==> config.mk <==
export PLATFORM = sky130hd
export DESIGN_NAME = toast_regfile_mp
export DESIGN_NICKNAME = d
export VERILOG_FILES = /design/src/rtl/toast_regfile_mp.sv
export SDC_FILE = /design/constraint.sdc
export NUM_CORES = 2
export LEC_CHECK = 0
export BUFFER_PORTS_ARGS = -buffer_cell sky130_fd_sc_hd__buf_2
export CORE_MARGIN = 2
export CORE_UTILIZATION = 52
export CTS_BUF_LIST = sky130_fd_sc_hd__clkbuf_8
export DETAILED_ROUTE_END_ITERATION = 10
export MAX_ROUTING_LAYER = met4
export PLACE_DENSITY = 0.68
export SLEW_MARGIN = 20
export SYNTH_ARGS = -nofsm -noshare
export SYNTH_HDL_FRONTEND = slang
export SYNTH_SLANG_ARGS = --single-unit
==> constraint.sdc <==
create_clock -name clk_i -period 4.85 [get_ports clk_i]
set_input_delay 0.485 -clock clk_i [delete_from_list [all_inputs] [get_ports clk_i]]
set_output_delay 0.485 -clock clk_i [all_outputs]
set_load 0.02 [all_outputs]
==> src/rtl/toast_regfile_mp.sv <==
// Multi-port integer register file: NUM_RD_PORTS combinational reads, two write ports,
// sequential clear engine. Optional same-cycle forwarding under TOAST_REGFILE_BYPASS_EN.
module toast_regfile_mp #(
   parameter int REG_DATA_WIDTH     = 32,
   parameter int REGFILE_ADDR_WIDTH = 5,
   parameter int REGFILE_DEPTH      = 32,
   parameter int NUM_RD_PORTS       = 2
) (
   input  logic                                     clk_i,
   input  logic                                     reset_i,
   input  logic [NUM_RD_PORTS*REGFILE_ADDR_WIDTH-1:0] rs_addr_i,
   output logic [NUM_RD_PORTS*REG_DATA_WIDTH-1:0]     rs_data_o,
   input  logic [2*REGFILE_ADDR_WIDTH-1:0]           rd_addr_i,
   input  logic [2*REG_DATA_WIDTH-1:0]               rd_wr_data_i,
   input  logic [1:0]                                rd_wr_en_i,
   input  logic                                     clear_req_i,
   output logic                                     clear_busy_o,
   output logic                                     wr_conflict_o
);
   localparam int DW = REG_DATA_WIDTH;
   localparam int AW = REGFILE_ADDR_WIDTH;
   localparam logic [AW:0]   DEPTH_L = (AW+1)'(REGFILE_DEPTH);
   localparam logic [AW-1:0] LAST    = AW'(REGFILE_DEPTH - 1);

   typedef enum logic {CLEAR, READY} state_t;

   state_t              state, state_nxt;
   logic [AW-1:0]       clr_idx, clr_idx_nxt;
   logic                conflict_nxt;
   logic [DW-1:0]       mem [REGFILE_DEPTH];
   logic [1:0][AW-1:0]  wa;
   logic [1:0][DW-1:0]  wd;
   logic [1:0]          wr_ok;

   function automatic logic in_rng(input logic [AW-1:0] a);
      return ({1'b0, a} < DEPTH_L);
   endfunction

   assign wa = rd_addr_i;
   assign wd = rd_wr_data_i;

   // A clear request in READY drops the writes of that same cycle.
   always_comb begin
      for (int p = 0; p < 2; p++)
         wr_ok[p] = (state == READY) && !reset_i && !clear_req_i && rd_wr_en_i[p] &&
                    (wa[p] != '0) && in_rng(wa[p]);
   end

   assign conflict_nxt = (state == READY) && !clear_req_i && (&rd_wr_en_i) &&
                         (wa[0] == wa[1]) && (wa[0] != '0);

   always_comb begin
      state_nxt   = state;
      clr_idx_nxt = clr_idx;
      case (state)
         CLEAR: begin
            clr_idx_nxt = clr_idx + 1'b1;
            if (clr_idx == LAST) state_nxt = READY;
         end
         READY: begin
            if (clear_req_i) begin
               state_nxt   = CLEAR;
               clr_idx_nxt = AW'(1);
            end
         end
         default: state_nxt = CLEAR;
      endcase
   end

   always_ff @(posedge clk_i) begin
      if (reset_i) begin
         state         <= CLEAR;
         clr_idx       <= AW'(1);
         wr_conflict_o <= 1'b0;
      end else begin
         state         <= state_nxt;
         clr_idx       <= clr_idx_nxt;
         wr_conflict_o <= conflict_nxt;
      end
   end

   // Array has no reset so it maps to LUT-RAM; port 1 is written last and wins.
   always_ff @(posedge clk_i) begin
      if (state == CLEAR) begin
         if (!reset_i) mem[clr_idx] <= '0;
      end else begin
         if (wr_ok[0]) mem[wa[0]] <= wd[0];
         if (wr_ok[1]) mem[wa[1]] <= wd[1];
      end
   end

   assign clear_busy_o = (state == CLEAR);

   for (genvar k = 0; k < NUM_RD_PORTS; k++) begin : g_rd
      logic [AW-1:0] ra;
      logic [DW-1:0] rdata;
      assign ra = rs_addr_i[k*AW +: AW];
      always_comb begin
         rdata = '0;
         if ((state == READY) && (ra != '0) && in_rng(ra)) begin
            rdata = mem[ra];
`ifdef TOAST_REGFILE_BYPASS_EN
            if (wr_ok[0] && (wa[0] == ra)) rdata = wd[0];
            if (wr_ok[1] && (wa[1] == ra)) rdata = wd[1];
`endif
         end
      end
      assign rs_data_o[k*DW +: DW] = rdata;
   end

endmodule

Word level (Yosys, flattened, before mapping)

Memory sizes are Yosys's and may differ from the RTL's.
Index checks and enable logic that the tools add are counted.

$add $sub $neg: 1
Multiply operators: 0
Divide/modulo/power cells: 0
Order comparisons: 0
Equal/unequal tests: 3
Shift operators: 0
Muxes and demuxes: 19
Bitwise operators: 1
Reduce and logical (&&, ||, !) cells: 20

Operators with widths:

| operator                                                       | count |
|---|---|
| 32-bit two-way mux                                             | 3 |
| 32-bit OR reduction                                            | 1 |
| 5-bit nonzero test                                             | 4 |
| 1-bit logical AND                                              | 12 |
| 1-bit two-way mux                                              | 12 |
| 5-bit two-way mux                                              | 2 |
| 5-bit one-hot mux with 2 select lines                          | 1 |
| 5-bit by 1-bit adder with 5-bit output (second input constant) | 1 |
| 5-bit equality test                                            | 1 |
| 5-bit equality test (second input constant)                    | 1 |
| 1-bit zero test                                                | 2 |
| 2-bit != test (second input constant)                          | 1 |
| 1-bit one-hot mux with 2 select lines                          | 1 |
| 2-bit AND reduction                                            | 1 |
| 1-bit inverter                                                 | 1 |

Flip-flop bits (word level): 7
Bits in latches: 0
RAM bits: 1024
Memory bits (read-only): 0
Bits of input ports: 89
Output and inout bits: 66
Memories: 1

Memory list:

| memory | words | bits a word | read ports | clocked after memory_dff | write ports | line | source |
|---|---|---|---|---|---|---|---|
| mem    | 32    | 32          | 2          | 0                        | 2           | 30   | `logic [DW-1:0] mem [REGFILE_DEPTH];` |

Depth between registers and ports, before layout

Depth in word-level cells: 10
Mapped depth: 9

Least setup slack after synthesis

No wires, ideal clock.

Path kind: input-to-reg
Start point: input rd_addr_i[1]
End point: memory mem[16][0] in the netlist's numbering, enable pin
Library setup time: 0.470 ns
Arrival: 3.986 ns
Slack: 0.394 ns
Cell stages on the path: 5
Path buffers: 1
Path through: clkbuf_1 or3_1 nor4_1 nor3_1 o31ai_1

RTL lines:

| item               | line | source |
|---|---|---|
| start: declaration | 13   | `input logic [2*REGFILE_ADDR_WIDTH-1:0] rd_addr_i,` |
| end: declaration   | 30   |  |

Worst setup path in the final report

Start point: register state
End point: output rs_data_o[13]

Cells in the longest elaborated chain, start to end: 2

Ends and longest elaborated chain:

| item                     | line | source |
|---|---|---|
| start: declaration       | 27   | `state_t state, state_nxt;` |
| start signal: assignment | 76   | `state <= state_nxt;` |
| 1-bit logical AND        | 100  | `if ((state == READY) && (ra != '0) && in_rng(ra)) begin` |
| 32-bit two-way mux       | 100  |  |
| end: declaration         | 12   | `output logic [NUM_RD_PORTS*REG_DATA_WIDTH-1:0] rs_data_o,` |

No other way between the ends.

==> flow_summary.json <==
{
  "grt_pass1_vias": 45909,
  "tns_ns": 0,
  "grt_overflow": 0,
  "top_usage_layer": "met2",
  "worstSkewPairLatency_ns": 0.87,
  "initial_core_util_pct": 52.4,
  "startpoint_type": "register",
  "dr.pass1.iters": 9,
  "cts_buffer_depth": 3,
  "synth_area_um2": 59800,
  "ant_nets": 0,
  "cap_violations": 0,
  "holdCritStartpoint": "rd_wr_data_i[2]",
  "use_met3_pct": 13.2,
  "vias": 48528,
  "cpMaxStageDelayCell": "and2_1",
  "relSlewSlack_pct": 15.7,
  "grt_usage_pct": 40.6,
  "finalWirelength_um": 234000,
  "rows": 124,
  "path_cells": "nor3b_2, buf_4, and2_1, buf_4, nand2_1, nand4_1, buf_2",
  "cpMostUsedCell": "buf_4",
  "grt_max_degree": 66,
  "nNetsFinal": 5351,
  "use_met1_pct": 49.0,
  "seq_area_frac_synth_pct": 51.7,
  "min_path_type": "in2reg",
  "synth.net_count": 5489,
  "vias_per_cell": 7.00,
  "dieArea_um2": 118000,
  "regArea_um2": 30900,
  "worstSetupStartpoint": "state",
  "hold_viol_final": 0,
  "status": "completed",
  "slowest_delay_ns": 0.98,
  "avgSynthCellArea_um2": 11.1,
  "clock_sinks": 1031,
  "finalCriticalPeriod_ns": 4.51,
  "use_met2_pct": 57.6,
  "cts_resized": 0,
  "ys_ff_latch": 1031,
  "yosysUniqueCellTypes": 56,
  "wl_per_cell_um": 33.7,
  "synthFlopType": "edfxtp_1",
  "ios": 155,
  "report.final.setup_viol": 0,
  "worstPathArrival_ns": 4.03,
  "ys_warn_count": 0,
  "drt_iter0_markers": 8131,
  "htree_num_levels": 4,
  "layout-drive-gt1-share_pct": 16.7,
  "crit_fanout": 21,
  "reg2reg_from": "state",
  "required_ns": 4.37,
  "multiInputGateArea_um2": 26300,
  "tightest_slew_ns": 1.26,
  "utilization_pct": 56.8,
  "antenna_found_initial": 19,
  "post_cts_buffers": 0,
  "cts_buffers": 170,
  "clock.fmax_mhz": 222,
  "path_clk_slew_ns": 0.06,
  "syn-instance-count": 5398,
  "worstSetupPathType": "reg2out",
  "fp.coreArea_um2": 114000,
  "setup.worst_path.end_class": "output pin",
  "ys_async_sr_fraction_pct": 0,
  "fp.dieW_um": 343,
  "finClkSkew_ns": 0.0258,
  "portBuffers": 154,
  "ir_drop_mv": 0.286,
  "fp.dieH_um": 343,
  "synth_edf_count": 1024,
  "leakage_nw": 21.1,
  "power_density_nw_per_um2": 283,
  "finalWeightedCongestion": 0.949,
  "cts_tree": "yes",
  "hpwlAfterDp_um": 137000,
  "rsz0062_at_grt": "no",
  "grt_first_pass_wirelength_um": 327000,
  "ctsRootBufferMaster": "clkbuf_8",
  "maxSlewViolCount": 0,
  "nFillCells": 9492,
  "area_delta_synth_final_pct": 8.53,
  "finalCritPeriodShare_pct": 93.0,
  "drc": 0
}
## kinds of logic (layout without fill, tap and decap cells)
group	count (synthesis)	after routing	synth area share [%]
buffers and inverters	703	698	5.65
AND/OR/NAND/NOR	1446	1446	10.7
AO/OA/AOI/OAI	1437	1437	13.7
adder cells (fa/ha/maj)	2	2	0.0419
multiplexers	774	774	18.2
XOR/XNOR	5	5	0.0733
flip-flops	1031	1031	51.7
other	0	26	0
## worst paths after layout
check,to,slack [ns],cells past startpoint
max,rs_data_o[13],0.34,7
min,mem[0][2],0.19,4
max reg2reg,mem[23][8],1.07,6
min reg2reg,clr_idx[0],0.61,2
## synthesized netlist by cell type (2+ instances only)
master	instances	area share (%)
o32ai_1	3	0.044
and4b_1	3	0.050
nor4_4	9	0.32
clkbuf_2	54	0.45
xor2_1	5	0.073
ha_1	2	0.042
mux2i_1	522	8.7
o21ai_1	214	1.8
nor4_1	12	0.13
nand4_1	66	0.69
buf_2	239	2.0
inv_1	43	0.27
a2bb2oi_1	3	0.044
clkbuf_1	263	1.7
a31oi_1	32	0.33
and2_1	6	0.063
o21ba_2	2	0.033
a32oi_1	10	0.15
mux4_2	252	9.5
a21oi_1	67	0.56
a22oi_1	254	3.2
buf_1	10	0.063
nand3_1	130	1.1
nand2b_1	10	0.10
nand2_1	1105	6.9
o21ai_0	782	6.5
o21bai_1	23	0.29
nor3_1	5	0.042
nor2b_1	9	0.094
or2_2	3	0.031
buf_4	87	1.1
o31a_1	2	0.029
dfxtp_1	7	0.23
nor3b_1	3	0.038
edfxtp_1	1024	51
nor2_1	21	0.13
nor4_2	18	0.38
nor4bb_1	2	0.033
and3_1	36	0.38
a22o_1	32	0.47
buf_6	6	0.11
o31ai_1	8	0.10
## sequential cells by signal (all words and copies together) (netlist names)
name and flops:
wr_conflict_o 1, clr_idx 5, state 1, mem 1024
## final cells by class
| cell class | instances | area share [%] |
|---|---|---|
| Clock inverter | 131 | 1.01 |
| Sequential cell | 1031 | 47.6 |
| Multi-Input combinational cell | 3664 | 40.5 |
| Clock buffer | 174 | 3.69 |
| Inverter | 44 | 0.255 |
| Timing Repair Buffer | 349 | 3.93 |
| Tap cell | 1512 | 2.92 |
| Antenna cell | 26 | 0.100 |
## metal layers
layer / vias to the layer above / share of wire, %
met5: - / 0
met4: 0 / 8.1
met3: 1047 / 15
met2: 4157 / 43
met1: 23314 / 34
li1: 20010 / -
## per-stage QoR
step / instances / power (mW) / worst slack (ns) / instance area (um2) / hold WS [ns]
2_1_floorplan: 5398 / 10.8 / 0.394 / 59800 / 0.538
3_3_place_gp: 6591 / 11.2 / 1.00 / 61600 / 0.578
3_5_place_dp: 6592 / 11.2 / 0.994 / 61700 / 0.597
4_1_cts: 6902 / 18.2 / 0.483 / 64800 / 0.128
5_1_grt: 6927 / 18.7 / 0.421 / 64900 / 0.208
6_report: 6931 / 18.3 / 0.339 / 64900 / 0.188
## where the power goes
group / leakage (nW) / total [mW] / internal (mW) / switching, mW
combinational: 11.3 / 1.34 / 0.443 / 0.895
clock: 1.74 / 7.22 / 3.53 / 3.68
sequential: 8.05 / 9.78 / 9.74 / 0.0407
## critical path: cells and delay by family, from the launching register on
kind	cells	cell delay, ns
buffers and inverters	3	1.02
flip-flops	1	0.61
AND/OR/NAND/NOR	4	1.49
## placed cells by master, fill, tap and decap left out, types with 4 or more instances in the layout
master,count
bufinv_16,4
nor2b_4,8
nand3_1,129
diode_2,26
and3_1,35
nand2_1,1103
nor2_4,8
mux4_2,252
buf_12,17
mux2i_1,522
dfxtp_1,7
buf_8,6
nand2b_1,10
a22oi_1,254
clkinv_2,14
nor2_1,12
nor4_4,27
clkinv_1,49
a31oi_1,31
o21ai_1,214
xor2_1,5
nand4_1,66
nor4_2,4
and2_2,5
o31ai_4,8
nor3_1,5
o21ai_0,782
a21oi_1,67
a22o_1,32
o21bai_4,23
clkbuf_8,174
buf_4,169
clkinvlp_4,8
edfxtp_1,1024
a32oi_1,10
inv_1,97
nor4_1,8
buf_2,148
dlygate4sd3_1,5
## repair_timing
| item | 4_1_cts | 5_1_grt |
|---|---|---|
| hold buffers | 5 | 0 |
| endpoints found under the hold margin | 7 | 0 |
| endpoints found under the setup margin | 0 | 0 |
No activity file was read; power rests on OpenSTA's default activity.
